## config.mk

```make
export PLATFORM = sky130hd
export DESIGN_NAME = seg7_rx_decoder
export DESIGN_NICKNAME = d
export VERILOG_FILES = /design/src/rtl/seg7_rx_decoder.sv
export SDC_FILE = /design/constraint.sdc
export NUM_CORES = 1
export LEC_CHECK = 0
export CAP_MARGIN = 20
export CORE_MARGIN = 2
export CORE_UTILIZATION = 45
export DETAILED_ROUTE_END_ITERATION = 10
export GPL_TIMING_DRIVEN = 1
export PLACE_DENSITY = 0.67
export SKIP_LAST_GASP = 1
export SLEW_MARGIN = 10
export SYNTH_ARGS = -nofsm -noshare
export SYNTH_HDL_FRONTEND = slang
export SYNTH_SLANG_ARGS = --single-unit
```

## constraint.sdc

```tcl
create_clock -name i_clk -period 2.2 [get_ports i_clk]
set_input_delay 0.33 -clock i_clk [delete_from_list [all_inputs] [get_ports i_clk]]
set_output_delay 0.33 -clock i_clk [all_outputs]
set_load 0.03 [all_outputs]
```

## src/rtl/seg7_rx_decoder.sv

```systemverilog
// seg7_rx_decoder: recovers a 4-bit digit from a debounced 7-segment bus.
// Ports: i_clk, i_resetn (sync, active-low), i_seg {g..a}, i_en,
//   o_val, o_hex, o_blank, o_err, o_valid, o_locked, o_err_count.
module seg7_rx_decoder #(
   parameter int unsigned STABLE = 4
) (
   input  logic       i_clk,
   input  logic       i_resetn,
   input  logic [6:0] i_seg,
   input  logic       i_en,
   output logic [3:0] o_val,
   output logic       o_hex,
   output logic       o_blank,
   output logic       o_err,
   output logic       o_valid,
   output logic       o_locked,
   output logic [7:0] o_err_count
);

   localparam logic [7:0] STABLE_C = 8'(STABLE);

   typedef enum logic [1:0] {
      EMPTY,
      TRACK,
      HELD
   } state_t;

   state_t     state;
   state_t     state_nxt;
   logic [6:0] smp;
   logic [6:0] acc;
   logic [7:0] cnt;
   logic [7:0] cnt_nxt;
   logic       same;
   logic       settled;
   logic       accept;
   logic [3:0] cls_val;
   logic       cls_hex;
   logic       cls_blank;
   logic       cls_err;

   // Settling is judged on the count this edge will write, so the
   // acceptance lands on the same edge the count reaches STABLE.
   assign same    = (i_seg == smp);
   assign cnt_nxt = !same               ? 8'd1     :
                    (cnt >= STABLE_C)   ? STABLE_C :
                                          cnt + 8'd1;
   assign settled = (cnt_nxt == STABLE_C);

   always_ff @(posedge i_clk) begin
      if (!i_resetn)
         state <= EMPTY;
      else if (i_en)
         state <= state_nxt;
   end

   always_comb begin
      state_nxt = state;
      accept    = 1'b0;
      unique case (state)
         EMPTY: begin
            if (settled) begin
               state_nxt = HELD;
               accept    = 1'b1;
            end
         end
         TRACK: begin
            if (settled) begin
               state_nxt = HELD;
               // Settling back onto the held pattern re-locks silently.
               accept    = (smp != acc);
            end
         end
         HELD: begin
            if (!same)
               state_nxt = TRACK;
         end
         default: state_nxt = EMPTY;
      endcase
   end

   always_comb begin
      o_locked  = (state == HELD);
      cls_val   = 4'h0;
      cls_blank = 1'b0;
      cls_err   = 1'b0;
      case (smp)
         7'h3F: cls_val = 4'h0;
         7'h06: cls_val = 4'h1;
         7'h5B: cls_val = 4'h2;
         7'h4F: cls_val = 4'h3;
         7'h66: cls_val = 4'h4;
         7'h6D: cls_val = 4'h5;
         7'h7D: cls_val = 4'h6;
         7'h07: cls_val = 4'h7;
         7'h7F: cls_val = 4'h8;
         7'h6F: cls_val = 4'h9;
         7'h77: cls_val = 4'hA;
         7'h7C: cls_val = 4'hB;
         7'h39: cls_val = 4'hC;
         7'h5E: cls_val = 4'hD;
         7'h79: cls_val = 4'hE;
         7'h71: cls_val = 4'hF;
         7'h00: cls_blank = 1'b1;
         default: cls_err = 1'b1;
      endcase
      cls_hex = (cls_val >= 4'hA);
   end

   always_ff @(posedge i_clk) begin
      if (!i_resetn) begin
         smp         <= 7'h00;
         cnt         <= 8'd0;
         acc         <= 7'h00;
         o_val       <= 4'h0;
         o_hex       <= 1'b0;
         o_blank     <= 1'b1;
         o_err       <= 1'b0;
         o_valid     <= 1'b0;
         o_err_count <= 8'd0;
      end else begin
         o_valid <= 1'b0;
         if (i_en) begin
            smp <= i_seg;
            cnt <= cnt_nxt;
            if (accept) begin
               acc     <= smp;
               o_valid <= 1'b1;
               o_val   <= cls_val;
               o_hex   <= cls_hex;
               o_blank <= cls_blank;
               o_err   <= cls_err;
               if (cls_err && (o_err_count != 8'hFF))
                  o_err_count <= o_err_count + 8'd1;
            end
         end
      end
   end

endmodule

```

---- After elaboration in Yosys (flattened, before gate mapping) ----
Cells that the tools add are included.
Widths: inputs -> output; s select.
cells by class
  add/subtract/negate cells ............... 2
  magnitude comparators ................... 2
  eq/ne operators ......................... 24
  multiplexer cells ....................... 12
  reduce and logical (&&, ||, !) cells .... 9
operators by type and width
  operator             number
  $eq 7x7->1 const B   12
  $pmux 4 s15          1
  $reduce_or 17->1     1
  $add 8x1->8 const B  2
  $mux 8               2
  $eq 7x3->1 const B   2
  $eq 7x6->1 const B   2
  $eq 8x3->1 const B   1
  $ge 8x3->1 const B   1
  $ne 8x8->1 const B   1
  $eq 7x7->1           1
  $logic_not 7->1      1
  $ne 7x7->1           1
  $reduce_and 3->1     2
  $mux 1               5
  $ge 4x4->1 const B   1
  $mux 2               2
  $pmux 2 s2           1
  $reduce_and 2->1     2
  $eq 2x1->1 const B   1
  $eq 2x2->1 const B   1
  $logic_not 2->1      1
  $ne 2x1->1 const B   1
  $ne 2x2->1 const B   1
  3 further kinds      3
word-level totals
  flip-flop bits (word level) ............. 40
  input port bits ......................... 10
  output and inout bits ................... 17
  word-level logic and storage cells ...... 59

---- Depth between registers and ports, before layout ----
Gate-level depths: netlist of run 1.
  depth after elaboration ................. 7
  mapped depth ............................ 10
  mapped depth without buffers ............ 8

---- Worst setup path after synthesis of run 1 ----
OpenSTA, ideal clock, no wires.
  path kind ............................... register to register
  start ................................... register cnt[0]
  end ..................................... register o_err_count[6]
  library setup time ...................... 0.122 ns
  data arrival time ....................... 1.920 ns
  data required time ...................... 2.078 ns
  slack ................................... 0.158 ns
  cell stages (with the launch flop) ...... 9
  path buffers ............................ 0
  period minus slack after synthesis ...... 2.042 ns
  cells stage by stage .................... dfxtp_1 -> inv_1 -> ha_1 -> nand3b_1 -> nand4_1 -> nor4b_4 -> nand2_1 -> or3_1 -> o311a_1
between the ends
  longest elaborated chain between the ends .. 7
  elaborated cells on any way between the ends .. 9
  those cells by class .................... add/sub: 1; order compare: 1; eq/ne: 1; mux: 5; reduce/logical: 1
RTL lines
  element                                           line    text
  start: declaration                                32      logic [7:0] cnt;
  start signal: assignment                          125     cnt <= cnt_nxt;
  $add 8x1->8 / $ge 8x3->1 (equally long branches)  47, 46
  $mux 8 (*)                                        46      (cnt >= STABLE_C) ? STABLE_C :
  $mux 8 (*)                                        45      assign cnt_nxt = !same ? 8'd1 :
  $eq 8x3->1 (*)                                    48      assign settled = (cnt_nxt == STABLE_C);
  $mux 1, on equally long branches                  68, 62
  $pmux 1 s2 (*)                                    60      unique case (state)
  $reduce_and 3->1 (no source line) (*)             --
  end signal: assignment                            134     o_err_count <= o_err_count + 8'd1;
  end: declaration                                  17      output logic [7:0] o_err_count
Mark *: on every way between the ends. The rest lies on a longest branch, timed or not.
A chain may end at the register's enable or synchronous reset.

---- Final worst setup path of run 1 ----
  start ................................... register cnt[0]
  end ..................................... register o_err_count[3]
Same word-level chain as after synthesis.

==> results of run 1 <==
## state kept, by name (all words and copies together) (netlist names)
signal,count
acc,7
cnt,8
o_blank,1
o_err,1
o_err_count,8
o_hex,1
o_val,4
o_valid,1
smp,7
state,2
## worst min-delay path: cells and delay by family, from the launching register on
kind / cells / cell delay (ns)
and+or+nand+nor: 1 / 0.05
DFF: 1 / 0.31
AOI/OAI and AO/OA: 1 / 0.05
## through the flow
stage / TNS (ns) / setup WS (ns) / hold WS, ns / instances / power (mW)
2_1_floorplan: 0 / 0.158 / 0.441 / 269 / 0.889
3_3_place_gp: -0.926 / -0.128 / 0.447 / 368 / 0.953
3_5_place_dp: -1.56 / -0.167 / 0.450 / 368 / 0.953
4_1_cts: 0 / 0.00872 / 0.461 / 376 / 1.54
5_1_grt: -0.200 / -0.0841 / 0.484 / 376 / 1.60
6_report: 0 / 0.0781 / 0.458 / 376 / 1.54
## cells by family after synthesis
| family | share of synthesized area |
|---|---|
| fa+ha+maj | 0.0166 |
| buf+inv | 0.0753 |
| mux | 0.0620 |
| compound gates | 0.107 |
| simple gates | 0.313 |
| xor+xnor | 0.0714 |
| flops | 0.354 |
## layout by cell type, fill, tap and decap left out, types with 6 or more instances in the layout
cell type,count
a21oi_1,17
nand4_1,7
and3_1,6
nor2_1,21
buf_4,29
nand2_1,36
mux2i_1,14
nor3_1,9
clkdlybuf4s50_1,26
xor2_1,6
dfxtp_1,34
inv_1,7
nand3_1,9
dfxtp_2,6
## per-layer routing
metal  vias to the layer above  global-route usage
met1                       919               0.240
met5                         -                   0
met2                        34               0.293
met4                         0              0.0476
met3                         4              0.0402
li1                       1023                   -
## where the power goes
| part | switching [mW] | internal, mW | total (mW) |
|---|---|---|---|
| clock network | 0.256 | 0.336 | 0.591 |
| registers | 0.0227 | 0.734 | 0.756 |
| logic | 0.0939 | 0.0940 | 0.188 |
| total | 0.372 | 1.16 | 1.54 |
## worst paths after layout
kind / slack (ns) / depth (start not counted) / endpoint
worst min register to register: 0.46 / 2 / o_err
worst max-delay path: 0.08 / 9 / o_err_count[3]
worst min-delay path: 0.46 / 2 / o_err
worst max register to register: 0.08 / 9 / o_err_count[3]
## what timing repair did
action,in CTS,in global routing
resized for setup,1,11
pin swaps,0,2
setup endpoints to repair,8,15
hold buffers,0,0
setup buffers,0,0
## cell type report
class / instances / area, um^2 / share of cell area
clock buffer: 5 / 68.8 / 0.0241
timing repair buffer: 56 / 498 / 0.174
multi-input combinational: 197 / 1330 / 0.464
inverter: 8 / 30.0 / 0.0105
tap: 67 / 83.8 / 0.0293
clock inverter: 3 / 42.5 / 0.0149
sequential: 40 / 808 / 0.283
==> results.json, run 1 <==
{
  "ys_ff_latch": 40,
  "h-tree-depth": 2,
  "status": "finished clean",
  "m1WireLength_um": 2300,
  "cpMaxStageDelayCell": "dfxtp_2",
  "max_freq_ghz": 0.471,
  "die-area_um2": 5610,
  "timing.max_cap.violations": 0,
  "die_h_um": 74.9,
  "track_usage": 0.180,
  "fin_area_um2": 2860,
  "fin_crit_ns": 2.12,
  "critPathCaptureType": "flop",
  "ant_nets": 0,
  "diodes": 0,
  "grt_start_max_net_pins": 20,
  "path_delay_family": "simple AND/OR/NAND/NOR gates",
  "finalHoldViolCount": 0,
  "path_buf_inv": 2,
  "wl_met3_um": 150,
  "syn_area_per_cell_um2": 8.40,
  "timing.rr.start": "cnt[0]",
  "insertion_delay_ns": 0.29,
  "synth_ff_type": "dfxtp_1",
  "cts.sinks": 40,
  "final_net_count": 321,
  "crit_type": "reg -> reg",
  "core_area_um2": 4790,
  "power-per-cell-area_nw_per_um2": 538,
  "finalCritPeriodShare": 0.964,
  "antenna_found_initial": 0,
  "dp_hpwl_um": 3440,
  "yosys-top-cells-count": "40 x dfxtp_1, 37 x nand2_1, 21 x nor2_1, 17 x a21oi_1, 14 x mux2i_1",
  "worstPathArrival_ns": 2.34,
  "cts.reportedPaths.clkPinSlew_ns": 0.08,
  "ys_types": 54,
  "wl_um": 4740,
  "p_leak_nw": 1.09,
  "via_per_inst": 5.27,
  "worstPathMaxFanout": 7,
  "hp-start": "o_err",
  "synth_most_common_cell": "dfxtp_1",
  "synth-edff-count": 0,
  "highest_layer": "met4",
  "slowest_delay_ns": 0.35,
  "rsz0062_at_grt": "true",
  "cts_root_buffer": "clkbuf_8",
  "synth.top_cell.area_share": 0.354,
  "cts_tree": "built",
  "drtIter0Drc": 86,
  "drive_above_1_share": 0.204,
  "nFillCells": 445,
  "maxSlewViolCount": 0,
  "setup_violations": 0,
  "skew_ns": 0.00450,
  "ir_drop_mv": 0.307,
  "syn-instance-count": 269,
  "io_buffers": 26,
  "clock_path_buffers": 2,
  "utilization": 0.597,
  "ios": 27,
  "grt_pass1_vias": 1743,
  "row_count": 25,
  "startpoint": "cnt[0]",
  "synthToLayoutAreaGrowth_pct": 26.3,
  "synthArstFlopShare": 0,
  "required_ns": 2.42,
  "start_util": 0.472,
  "drtPass1Iterations": 4,
  "gp_congestion": 0.878,
  "num_vias": 1980,
  "cts_made_buffers": 5,
  "crit_path_cell_trace": "inv_1 -> ha_1 -> nand3b_1 -> nand4_1 -> nor4b_4 -> nand2_2 -> buf_4 -> nor4_2 -> mux2i_1",
  "slew_headroom": 0.683,
  "grt-ovfl-total": 0,
  "syn_area_um2": 2260,
  "cp-start-kind": "flop",
  "ys.warnings.count": 0,
  "synth_area_leaders": "dfxtp_1 35%, mux2i_1 6.2%, nand2_1 6.1%, a21oi_1 3.8%, nor2_1 3.5%",
  "grt_pass1_wl_um": 7900,
  "hold_class": "reg -> reg",
  "dpl_cell_area_um2": 2700,
  "drc_errors": 0,
  "post_drt_wl_per_cell_um": 12.6,
  "die_w_um": 74.9,
  "ys_seq_area_frac": 0.354,
  "route.met2.wl_um": 2250,
  "synth_top_cell_by_area": "dfxtp_1",
  "worst_pin_slew_ns": 0.468,
  "syn-num-nets": 282
}
Power figures use the tool's default switching activity.
==> inputs of run 2 (changes only) <==
--- a/config.mk
+++ b/config.mk
@@ -5,7 +5,7 @@
 export SDC_FILE = /design/constraint.sdc
 export NUM_CORES = 1
 export LEC_CHECK = 0
-export CAP_MARGIN = 20
+export CAP_MARGIN = 30
 export CORE_MARGIN = 2
 export CORE_UTILIZATION = 45
 export DETAILED_ROUTE_END_ITERATION = 10
==> constraint.sdc (replaced) <==
create_clock -name i_clk -period 2.2 [get_ports i_clk]
set_input_delay 0.33 -clock i_clk [delete_from_list [all_inputs] [get_ports i_clk]]
set_output_delay 0.33 -clock i_clk [all_outputs]
set_load 0.05 [all_outputs]
==> results of run 2 <==
The final DEF is identical to that of run 1. Status: finished clean.
